File: src/rtl/cache_mem_arbiter.sv
// Arbitrates icache/dcache single-word requests onto one RAM port (dcache priority, icache anti-starvation).
// Latency: request seen in ARB, granted next cycle; wait drops combinationally in the RAM ACCESS cycle.
// Backpressure: requesters hold enables while wait=1; RAM BUSY stretches the grant, ERROR forces a retry.
module cache_mem_arbiter #(
  parameter int ADDR_W       = 32,
  parameter int WORD_W       = 32,
  parameter int STARVE_LIMIT = 4
) (
  input  logic              CLK,
  input  logic              RST,
  // icache side
  input  logic              iREN,
  input  logic [ADDR_W-1:0] iaddr,
  output logic              iwait,
  output logic [WORD_W-1:0] iload,
  // dcache side
  input  logic              dREN,
  input  logic              dWEN,
  input  logic [ADDR_W-1:0] daddr,
  input  logic [WORD_W-1:0] dstore,
  output logic              dwait,
  output logic [WORD_W-1:0] dload,
  // RAM port
  output logic              ramREN,
  output logic              ramWEN,
  output logic [ADDR_W-1:0] ramaddr,
  output logic [WORD_W-1:0] ramstore,
  input  logic [WORD_W-1:0] ramload,
  input  logic [1:0]        ramstate,
  // status
  output logic              mem_err
);

  localparam int CNT_W = (STARVE_LIMIT < 1) ? 1 : $clog2(STARVE_LIMIT + 1);
  localparam logic [CNT_W-1:0] LIMIT = CNT_W'(STARVE_LIMIT);

  localparam logic [1:0] RS_FREE   = 2'd0;
  localparam logic [1:0] RS_BUSY   = 2'd1;
  localparam logic [1:0] RS_ACCESS = 2'd2;
  localparam logic [1:0] RS_ERROR  = 2'd3;

  typedef enum logic [1:0] {
    ARB    = 2'd0,
    DGRANT = 2'd1,
    IGRANT = 2'd2
  } state_t;

  state_t            state;
  state_t            state_nxt;
  logic [CNT_W-1:0]  starve_cnt;
  logic              d_req;
  logic              i_done;
  logic              d_done;
  logic              err_hit;
  logic              ren_c;
  logic              wen_c;
  logic [ADDR_W-1:0] addr_c;
  logic [WORD_W-1:0] store_c;
  logic              ram_busy_unused;

  assign d_req = dREN | dWEN;

  // FREE and BUSY both mean "keep the grant"; named here only so the decode reads clearly
  assign ram_busy_unused = (ramstate == RS_FREE) | (ramstate == RS_BUSY);

  // State register: reset drops straight back to ARB, abandoning any in-flight word
  always_ff @(posedge CLK or posedge RST) begin
    if (RST) state <= ARB;
    else     state <= state_nxt;
  end

  // Next-state and RAM port drive; a withdrawn request aborts without completing
  always_comb begin
    state_nxt = state;
    ren_c     = 1'b0;
    wen_c     = 1'b0;
    addr_c    = '0;
    store_c   = '0;
    i_done    = 1'b0;
    d_done    = 1'b0;
    err_hit   = 1'b0;
    case (state)
      ARB: begin
        if (iREN && (starve_cnt == LIMIT)) state_nxt = IGRANT;
        else if (d_req)                    state_nxt = DGRANT;
        else if (iREN)                     state_nxt = IGRANT;
      end
      DGRANT: begin
        addr_c  = daddr;
        store_c = dstore;
        if (!d_req) begin
          state_nxt = ARB;
        end else begin
          // a simultaneous read+write is illegal; the write-back wins
          wen_c = dWEN;
          ren_c = ~dWEN;
          if (ramstate == RS_ACCESS) begin
            d_done    = 1'b1;
            state_nxt = ARB;
          end else if (ramstate == RS_ERROR) begin
            err_hit   = 1'b1;
            state_nxt = ARB;
          end
        end
      end
      IGRANT: begin
        addr_c = iaddr;
        if (!iREN) begin
          state_nxt = ARB;
        end else begin
          ren_c = 1'b1;
          if (ramstate == RS_ACCESS) begin
            i_done    = 1'b1;
            state_nxt = ARB;
          end else if (ramstate == RS_ERROR) begin
            err_hit   = 1'b1;
            state_nxt = ARB;
          end
        end
      end
      default: state_nxt = ARB;
    endcase
  end

  // Enables are also gated by reset so they fall without waiting on the state flop
  assign ramREN   = ren_c & ~RST;
  assign ramWEN   = wen_c & ~RST;
  assign ramaddr  = addr_c;
  assign ramstore = store_c;

  assign iwait = iREN  & ~i_done;
  assign dwait = d_req & ~d_done;
  assign iload = ramload;
  assign dload = ramload;

  // Count back-to-back dcache words the icache has had to sit through
  always_ff @(posedge CLK or posedge RST) begin
    if (RST) begin
      starve_cnt <= '0;
    end else if (!iREN || i_done) begin
      starve_cnt <= '0;
    end else if (d_done && (starve_cnt != LIMIT)) begin
      starve_cnt <= starve_cnt + 1'b1;
    end
  end

  // Sticky error flag: any ERROR on an active grant since reset
  always_ff @(posedge CLK or posedge RST) begin
    if (RST)          mem_err <= 1'b0;
    else if (err_hit) mem_err <= 1'b1;
  end

endmodule
File: config.mk
export PLATFORM = sky130hd
export DESIGN_NAME = cache_mem_arbiter
export DESIGN_NICKNAME = d
export VERILOG_FILES = /design/src/rtl/cache_mem_arbiter.sv
export SDC_FILE = /design/constraint.sdc
export NUM_CORES = 1
export LEC_CHECK = 0
export ABC_AREA = 1
export CAP_MARGIN = 10
export CORE_AREA = 5 5 101 103
export DETAILED_ROUTE_END_ITERATION = 8
export DIE_AREA = 0 0 106 108
export PLACE_DENSITY = 0.68
export SYNTH_ARGS = -nofsm -noshare
export SYNTH_HDL_FRONTEND = slang
export SYNTH_SLANG_ARGS = --single-unit
File: constraint.sdc
create_clock -name CLK -period 3.4 [get_ports CLK]
set_input_delay 0.51 -clock CLK [delete_from_list [all_inputs] [get_ports CLK]]
set_output_delay 0.51 -clock CLK [all_outputs]
set_load 0.03 [all_outputs]
==> summary.txt <==
Place
  • Dpl ws: 0.445 ns
  • HPWL Detailed: 6740 um
  • Port bufs: about 170
  • Dpl cells: 522
  • GPL Wtd Cong: 0.833

Route
  • Avg WL per Cell: 15.0 um
  • First-pass DRT Iterations: 4
  • Routed Antenna Nets: 0
  • Final WL: 7900 um
  • Residual DRC: 0
  • Via count: 2173
  • Iteration-0 DRC Markers: just under 100
  • Via-to-Cell Ratio: 4.14

Clock network
  • H-tree Lvls: 1
  • Hold buffers post-CTS: 0
  • CTS Sinks: 6
  • Post-CTS resize count: 0
  • Clock tree from TritonCTS: done
  • Clk root buf: clkbuf_8
  • Worst-case clock buffer depth: 2
  • Worst-path clk slew: 0.03 ns
  • Post CTS Setup Buffer Count: 0
  • Num CTS Buffers: 3
  • Later-pin clock latency in the skew report: 0.22 ns

STA
  • Worst rel slew slack: 25.0%
  • Minimum clock period: 3.17 ns
  • Tcrit/Tclk final: between 90 and 100%
  • Least-Margin Pin Slew: approximately 1.1 ns
  • Final clock skew: 0.00153 ns
  • Fmax: 316 MHz
  • Setup slack after layout: 0.233 ns
  • Final setup TNS: 0 ns
  • Final hold vios: 0
  • Final setup violation count: 0
  • Pins Over Slew Limit: 0
  • RSZ-0062 raised after global routing: false

Synthesis
  • Syn Inst Count: 315
  • Synthesized flop and latch total: 6
  • Warnings from Yosys: 0
  • Mean Syn Cell Area: around 5.5 um2
  • Synth Net Count: 456
  • Post-Syn Area: about 1700 um2
  • Unique cell type count in the Yosys netlist: 22
  • Sequential area share after synthesis: 8.61%

Layout
  • Antenna Cells: 0
  • Area grow syn2layout: 79.3%
  • Share of cells above drive strength 1: 4.35%
  • Nets: 557
  • Fin cells: about 530

Critical path
  • CP Capture Type: output port
  • Worst R2R Path Depth: 7
  • Reg-to-reg endpoint: starve_cnt[0]
  • Crit Path Max Fanout: 33
  • R2R Setup Slk: ~1.7 ns
  • RR Startpoint: state[1]
  • Worst Setup EP: ramaddr[0]
  • Setup crit start kind: flip-flop
  • Data required, critical path: 2.89 ns
  • Critical Path Start: state[0]
  • Setup Crit Path Kind: flip-flop to output port
  • Crit path DAT: 2.66 ns

Pwr
  • Worst VDD drop: 0.000306 V
  • LEAKAGE: approximately 0.0014 uW
  • Pwr per Cell Area: 647 nW/um2

Worst hold path
  • HP Class: flip-flop to flip-flop
  • Worst hold path startpoint: mem_err

Flow run
  • Total of max-cap violations: 0

Floorplanning
  • DIE AREA: 11400 um2
  • Core area: 9110 um2
  • Initial core utilization: 19.1%
  • Io pins: 268
  • Die H: 108 um
  • Floorplan row count: 35
  • Die Wd: 106 um

GRT
  • GR Util All Layers: 12.7%
  • Antenna violations before repair: 0
  • Vias in the first global route: 2350
  • Largest net degree at the start of global routing: 35
  • First-pass GRT wire length: around 12000 um
  • GRT overflow: 0

Outcome
  • Status: completed
## how the worst min path moves through the flow
| stage | to | depth (start not counted) |
|---|---|---|
| 2_1_floorplan | mem_err | 1 |
| 3_3_place_gp | mem_err | 2 |
| 3_5_place_dp | mem_err | 2 |
| 4_1_cts | mem_err | 2 |
| 5_1_grt | mem_err | 2 |
| 6_report | mem_err | 2 |
## worst max-delay path, cell delays in order, from the launching register on
cell	delay, ns
dfrtp_1	0.39
inv_1	0.09
ha_1	0.31
inv_1	0.81
a21oi_1	0.16
clkdlybuf4s50_1	0.67
## metrics by stage
step | hold slack (ns) | cell area [um2] | utilization [%] | total power [uW]
after floorplan | 0.301 | 1740 | - | 1320
after global placement | 0.477 | 3090 | 33.9 | 1930
after detailed placement | 0.498 | 3090 | 33.9 | 1930
after CTS | 0.508 | 3130 | 34.3 | 2050
after global routing | 0.524 | 3130 | 34.3 | 2170
final | 0.504 | 3130 | 34.3 | 2020
## state kept, by name (all words and copies together), names as in the netlist
signal      cells
starve_cnt      3
state           2
mem_err         1
## metal layers
metal | up-vias | wire (um) | track usage (%)
li1 | 1077 | - | -
met4 | 0 | 144 | 3.70
met2 | 138 | 3890 | 22.9
met5 | - | 0 | 0
met1 | 937 | 2900 | 13.5
met3 | 21 | 967 | 5.37
## where the power goes
group | switching [uW] | internal [uW] | total, uW
logic | 1110 | 702 | 1810
registers | 19.3 | 90.7 | 110
clock network | 26.0 | 75.6 | 102
## cell usage in the layout, fill, tap and decap left out, drive strengths merged
master         instances
a211oi                 1
a21oi                 33
buf                    4
clkbuf                 3
clkdlybuf4s50        171
dfrtp                  6
ha                     6
inv                   45
nand2                118
nand3                 13
nand4                  1
nor2                  10
nor3                   1
o21ai                  1
xnor2                  1
## kinds of logic (layout without fill, tap and decap cells)
| logic type | Yosys count | count (layout) | synth area share, % |
|---|---|---|---|
| buffers and inverters | 124 | 223 | 42.3 |
| flip-flops | 6 | 6 | 8.61 |
| AND/OR/NAND/NOR | 143 | 143 | 33.8 |
| XOR/XNOR | 1 | 1 | 0.502 |
| AO/OA/AOI/OAI | 35 | 35 | 10.5 |
| adder cells (fa/ha/maj) | 6 | 6 | 4.30 |
## Yosys cell counts
cell type | count | area, um2
nand3_1 | 12 | 60.1
nand2_2 | 1 | 6.26
nand2_1 | 115 | 432
nand2_4 | 2 | 22.5
nor2_2 | 1 | 6.26
buf_1 | 3 | 11.3
buf_4 | 70 | 526
o21ai_0 | 1 | 5.00
a21oi_1 | 33 | 165
nand4_1 | 1 | 6.26
nor3_1 | 1 | 5.00
nor2_4 | 1 | 11.3
inv_1 | 42 | 158
dfrtp_1 | 6 | 150
inv_4 | 1 | 6.26
nor2_1 | 8 | 30.0
buf_2 | 6 | 30.0
a211oi_2 | 1 | 12.5
ha_1 | 6 | 75.1
inv_2 | 2 | 7.51
xnor2_1 | 1 | 8.76
nand3_2 | 1 | 10.0
## area by class of cell
| type | count | area [um2] |
|---|---|---|
| Clock buffer | 3 | 41.3 |
| Timing Repair Buffer | 175 | 1770 |
| Fill cell | 992 | 5980 |
| Multi-Input combinational cell | 185 | 858 |
| Inverter | 45 | 171 |
| Sequential cell | 6 | 150 |
| Tap cell | 111 | 139 |
No activity file was read; power rests on OpenSTA's default activity.
